===== config.mk =====
export PLATFORM = sky130hd
export DESIGN_NAME = rrdisp_1ton
export DESIGN_NICKNAME = d
export VERILOG_FILES = /design/src/rtl/rrdisp_1ton_pkg.sv /design/src/rtl/rrdisp_1ton_rrsel.sv /design/src/rtl/rrdisp_1ton.sv
export SDC_FILE = /design/constraint.sdc
export NUM_CORES = 1
export LEC_CHECK = 0
export CORE_MARGIN = 1.5
export CORE_UTILIZATION = 42
export DETAILED_ROUTE_END_ITERATION = 6
export PLACE_DENSITY = 0.79
export SYNTH_ARGS = -nofsm -noshare
export SYNTH_HDL_FRONTEND = slang
export SYNTH_SLANG_ARGS = --single-unit

===== constraint.sdc =====
create_clock -name clk -period 2 [get_ports clk]
set_input_delay 0.3 -clock clk [delete_from_list [all_inputs] [get_ports clk]]
set_output_delay 0.3 -clock clk [all_outputs]
set_load 0.03 [all_outputs]

===== src/rtl/rrdisp_1ton_pkg.sv =====
// Shared defaults for the 1-to-N round-robin dispatcher and its lane picker.
// No ports; holds the default lane count and data width used by the
// parameter lists of rrdisp_1ton and rrsel_onehot.
package rrdisp_1ton_pkg;

  localparam int unsigned DEF_REQ_CNT = 4;
  localparam int unsigned DEF_DW      = 32;

endpackage


===== src/rtl/rrdisp_1ton_rrsel.sv =====
// rrsel_onehot: combinational round-robin lane picker.
// Returns the lowest enabled lane strictly above the one-hot pointer, or the
// lowest enabled lane overall when nothing above it is enabled (wrap).
// Ports:
//   en_mask : lane enable vector
//   ptr     : one-hot last-served lane
//   pick    : one-hot chosen lane (all zero when en_mask is zero)
module rrsel_onehot
  import rrdisp_1ton_pkg::*;
#(
  parameter int REQ_CNT = DEF_REQ_CNT
) (
  input  logic [REQ_CNT-1:0] en_mask,
  input  logic [REQ_CNT-1:0] ptr,
  output logic [REQ_CNT-1:0] pick
);

  logic [REQ_CNT-1:0] le_mask;
  logic [REQ_CNT-1:0] hi_set;
  logic [REQ_CNT-1:0] cand;

  always_comb begin
    // (ptr << 1) - 1 covers ptr's bit and everything below it; when ptr is the
    // top lane the shift overflows to zero and the mask becomes all ones.
    le_mask = (ptr << 1) - {{(REQ_CNT-1){1'b0}}, 1'b1};
    hi_set  = en_mask & ~le_mask;
    cand    = (|hi_set) ? hi_set : en_mask;
    pick    = cand & ~(cand - {{(REQ_CNT-1){1'b0}}, 1'b1});
  end

endmodule


===== src/rtl/rrdisp_1ton.sv =====
// rrdisp_1ton: splits one valid/ready stream across REQ_CNT consumer lanes in
// packet-granular round-robin order, through a one-entry registered buffer.
// Ports:
//   clk, rst         : clock, synchronous active-high reset
//   en_mask          : lanes eligible for new packets
//   in_vld/in_rdy    : upstream handshake; in_data, in_last carry the beat
//   out_vld          : one-hot (or zero) lane valid
//   out_rdy          : per-lane ready, only the selected lane matters
//   out_data/out_last: buffered beat, shared by all lanes
module rrdisp_1ton
  import rrdisp_1ton_pkg::*;
#(
  parameter int REQ_CNT = DEF_REQ_CNT,
  parameter int DW      = DEF_DW
) (
  input  logic               clk,
  input  logic               rst,
  input  logic [REQ_CNT-1:0] en_mask,
  input  logic               in_vld,
  output logic               in_rdy,
  input  logic [DW-1:0]      in_data,
  input  logic               in_last,
  output logic [REQ_CNT-1:0] out_vld,
  input  logic [REQ_CNT-1:0] out_rdy,
  output logic [DW-1:0]      out_data,
  output logic               out_last
);

  localparam logic [REQ_CNT-1:0] PTR_RST = {1'b1, {(REQ_CNT-1){1'b0}}};

  logic               buf_vld_q,   buf_vld_d;
  logic [DW-1:0]      buf_data_q,  buf_data_d;
  logic               buf_last_q,  buf_last_d;
  logic [REQ_CNT-1:0] buf_dest_q,  buf_dest_d;
  logic [REQ_CNT-1:0] ptr_q,       ptr_d;
  logic               in_pkt_q,    in_pkt_d;
  logic [REQ_CNT-1:0] lock_dest_q, lock_dest_d;

  logic [REQ_CNT-1:0] rr_pick;
  logic [REQ_CNT-1:0] dest;
  logic               out_fire;
  logic               accept;

  rrsel_onehot #(.REQ_CNT(REQ_CNT)) u_rrsel (
    .en_mask (en_mask),
    .ptr     (ptr_q),
    .pick    (rr_pick)
  );

  assign out_vld  = buf_dest_q & {REQ_CNT{buf_vld_q}};
  assign out_data = buf_data_q;
  assign out_last = buf_last_q;
  assign out_fire = |(out_vld & out_rdy);
  // A packet already in progress keeps the input open even if every lane
  // has since been disabled; it finishes on its locked lane.
  assign in_rdy   = (in_pkt_q | (|en_mask)) & (~buf_vld_q | out_fire);
  assign accept   = in_vld & in_rdy;
  assign dest     = in_pkt_q ? lock_dest_q : rr_pick;

  always_comb begin
    buf_vld_d   = buf_vld_q;
    buf_data_d  = buf_data_q;
    buf_last_d  = buf_last_q;
    buf_dest_d  = buf_dest_q;
    ptr_d       = ptr_q;
    in_pkt_d    = in_pkt_q;
    lock_dest_d = lock_dest_q;
    if (accept) begin
      buf_vld_d  = 1'b1;
      buf_data_d = in_data;
      buf_last_d = in_last;
      buf_dest_d = dest;
      if (in_last) begin
        // Pointer moves only at packet end, so arbitration is per packet.
        ptr_d    = dest;
        in_pkt_d = 1'b0;
      end else begin
        in_pkt_d    = 1'b1;
        lock_dest_d = dest;
      end
    end else if (out_fire) begin
      buf_vld_d = 1'b0;
    end
  end

  always_ff @(posedge clk) begin
    if (rst) begin
      buf_vld_q   <= 1'b0;
      buf_data_q  <= '0;
      buf_last_q  <= 1'b0;
      buf_dest_q  <= '0;
      ptr_q       <= PTR_RST;
      in_pkt_q    <= 1'b0;
      lock_dest_q <= '0;
    end else begin
      buf_vld_q   <= buf_vld_d;
      buf_data_q  <= buf_data_d;
      buf_last_q  <= buf_last_d;
      buf_dest_q  <= buf_dest_d;
      ptr_q       <= ptr_d;
      in_pkt_q    <= in_pkt_d;
      lock_dest_q <= lock_dest_d;
    end
  end

endmodule


==> results of run 1 <==
-- path summary, 6_finish.rpt --
| path | from | end | slack, ns |
|---|---|---|---|
| setup / recovery | out_rdy[0] | in_rdy | 0.07 |
| hold / removal | lock_dest_q[2]$_SDFFE_PP0P_ | lock_dest_q[2]$_SDFFE_PP0P_ | 0.47 |
| setup reg to reg | ptr_q[0]$_SDFFE_PP0P_ | lock_dest_q[0]$_SDFFE_PP0P_ | 0.18 |
| hold reg to reg | lock_dest_q[2]$_SDFFE_PP0P_ | lock_dest_q[2]$_SDFFE_PP0P_ | 0.47 |
-- cells in the final DEF, fill, tap and decap left out, types with 2 or more instances in the layout --
cell,instances
clkdlybuf4s50_1,80
dfxtp_1,46
a21oi_1,42
o21ai_0,35
nand3_1,34
buf_4,19
and2_1,7
a211oi_1,6
inv_1,5
a31oi_1,5
clkbuf_8,5
nand2_1,4
nor2_1,4
a311oi_1,3
nand4_1,2
o31ai_1,2
clkinv_2,2
-- per-layer routing --
metal | part of all wire | wire length [um]
met1 | 0.43 | 2580
met2 | 0.48 | 2890
met3 | 0.073 | 435
met4 | 0.014 | 85
met5 | 0 | 0
-- power by group --
part / switching [mW] / leakage, nW / internal (mW)
clock network: 0.303 / 0.0579 / 0.368
logic: 0.372 / 0.666 / 0.308
registers: 0.0409 / 0.378 / 0.986
total: 0.716 / 1.10 / 1.66
-- what timing repair did --
| item | in CTS | in global routing |
|---|---|---|
| gates resized for setup | 0 | 4 |
| setup endpoints to repair | 0 | 2 |
| hold buffers | 0 | 0 |
-- cell type report --
| type | count | area [um2] |
|---|---|---|
| fill | 373 | 1410 |
| timing repair buffer | 100 | 963 |
| multi-input combinational | 163 | 956 |
| sequential | 46 | 921 |
| clock buffer | 5 | 68.8 |
| tap | 52 | 65.1 |
| clock inverter | 3 | 40.0 |
| inverter | 6 | 25.0 |
-- metrics by stage --
stage                      util  worst slack, ns  cell area [um2]  TNS (ns)  power [mW]
final                     0.684           0.0675             3040         0        2.38
after global routing      0.684          -0.0123             3040   -0.0123        2.48
after CTS                 0.679           0.0536             3020         0        2.38
after detailed placement  0.655         -0.00381             2910  -0.00381        1.71
after global placement    0.655           0.0838             2910         0        1.70
after floorplan               -            0.449             1970         0        1.40
-- tightest hold or removal path, cell delays in order (launching register included) --
cell	delay [ns]
dfxtp_1	0.32
o31ai_1	0.06
a21oi_1	0.06
-- kinds of logic (layout without fill, tap and decap cells) --
logic type               after synthesis  after routing
AO/OA/AOI/OAI                        103            103
XOR/XNOR                               2              2
adder cells (fa/ha/maj)                1              1
buffers and inverters                 27            114
flip-flops                            46             46
AND/OR/NAND/NOR                       57             57
-- registers in the layout, indices dropped and copies added (netlist names) --
signal and cells:
out_last 1, out_data 32, in_pkt_q 1, buf_dest_q 4, lock_dest_q 4, ptr_q 3, buf_vld_q 1
==> flow_summary.ini, run 1 <==
[global_route]
grt_pass1_vias = 2015
grt_usage = 0.237
grt_max_degree = 27
grt_first_pass_wirelength_um = 9580
use_met2 = 0.382
grt.busiest_layer = met2
antenna_found_initial = 0
met1_usage = 0.318
grt_remaining_overflow = 0
met3_usage = 0.0506

[hold_path]
hp-class = register to register
hold_path_depth = 2

[final_layout]
areaGrowthSynthToFinish_pct = 54.4
num_antenna_cells = 0
stdcell_count = 375
drive_gt1_frac = 0.108
nNetsFinal = 367

[pwr]
peakVddDrop_mv = 0.403
power_density_nw_per_um2 = 782
p_leak_nw = 1.10

[timing]
tightestPinTransition_ns = 0.435
final_max_slew_viol_count = 0
relSlewSlack = 0.708
hold_viol = 0
min_period_ns = 1.93
max_freq_mhz = 517
fin_skew_ns = 0.00330
min_period_over_period = 0.966
setup-violations-final = 0
rsz0062_at_grt = true
whs_ns = 0.472

[synthesis]
synth_fp_nets = 281
synthArstFlopShare = 0
yosys.area_share.xor_xnor = 0.00890
synth_mux_area_frac = 0
yosys.area_share.simple = 0.156
ys_top_cells_by_area = dfxtp_1, a21oi_1, o21ai_0, nand3_1, a211oi_1
synth.top_cells.by_count = dfxtp_1, a21oi_1, o21ai_0, nand3_1, clkbuf_1
synth_ff_type = dfxtp_1
synth.most_common_cell = dfxtp_1
synth_top_family_by_area = compound AO/OA/AOI/OAI gates
synthCells = 236
ys_seq_elements = 46
synthAdderAreaFrac = 0.00636
synth_top_area_cell = dfxtp_1
syn_avg_cell_area_um2 = 8.34
synth_compound_area_frac = 0.305
synth-edff-count = 0
ys_seq_area_frac = 0.468
synth.top_cell.area_share = 0.468
netlist-cell-type-count = 35
synth_warnings = 0
synth_area_um2 = 1970

[floorplan]
ioPinCount = 82
num_rows = 24
die-area_um2 = 5110
die_h_um = 71.5
start_util = 0.443
core_area_um2 = 4440
dieWidth_um = 71.5

[clock_network]
cts.clk_slew.worst_paths_ns = 0.08
clk_path_buf_depth = 2
clock_latency_ns = 0.29
root_buffer = clkbuf_8
tritoncts = built
cts_num_sinks = 46
post_cts_buffers = 0
h-tree-depth = 2
cts_buffers = 5

[worst_setup_path]
critPathMaxFanout = 8
worstSetupPathDepth = 6
cp_top_family = buffers and inverters
arrival_ns = 1.63
path_class = input pin to primary output
crit_top_cell = buf_4
startpoint_type = input pin
critPathBufInv = 4
crit_path_end_kind = primary output
crit_chain = clkdlybuf4s50_1 > a222oi_1 > buf_4 > a22o_4 > inv_4 > buf_4
rr_worst_depth = 6
slowest_stage = clkdlybuf4s50_1
slowest_delay_ns = 0.40
worst_ep_required_time_ns = 1.70

[run]
cap_violations = 0

[placement]
dp.cells = 367
dp_hpwl_um = 4290
io_buffers = 81
gp_congestion = 0.822

[status]
status = finished with violations
violations = design-rule violations

[route]
drc = 8
wl_per_cell_um = 16.0
viasPerCell = 5.67
wirelength_um = 5980
vias = 2127
first_pass_iters = 6
ant_nets = 0
first_iter_violations = 143
No activity file was read; power rests on OpenSTA's default activity.
==> run 2: changes to the inputs <==
--- a/config.mk
+++ b/config.mk
@@ -9,6 +9,7 @@
 export CORE_UTILIZATION = 42
 export DETAILED_ROUTE_END_ITERATION = 6
 export PLACE_DENSITY = 0.79
+export SLEW_MARGIN = 20
 export SYNTH_ARGS = -nofsm -noshare
 export SYNTH_HDL_FRONTEND = slang
 export SYNTH_SLANG_ARGS = --single-unit
==> results of run 2 <==
The final DEF is identical to that of run 1; final timing and power are the same.
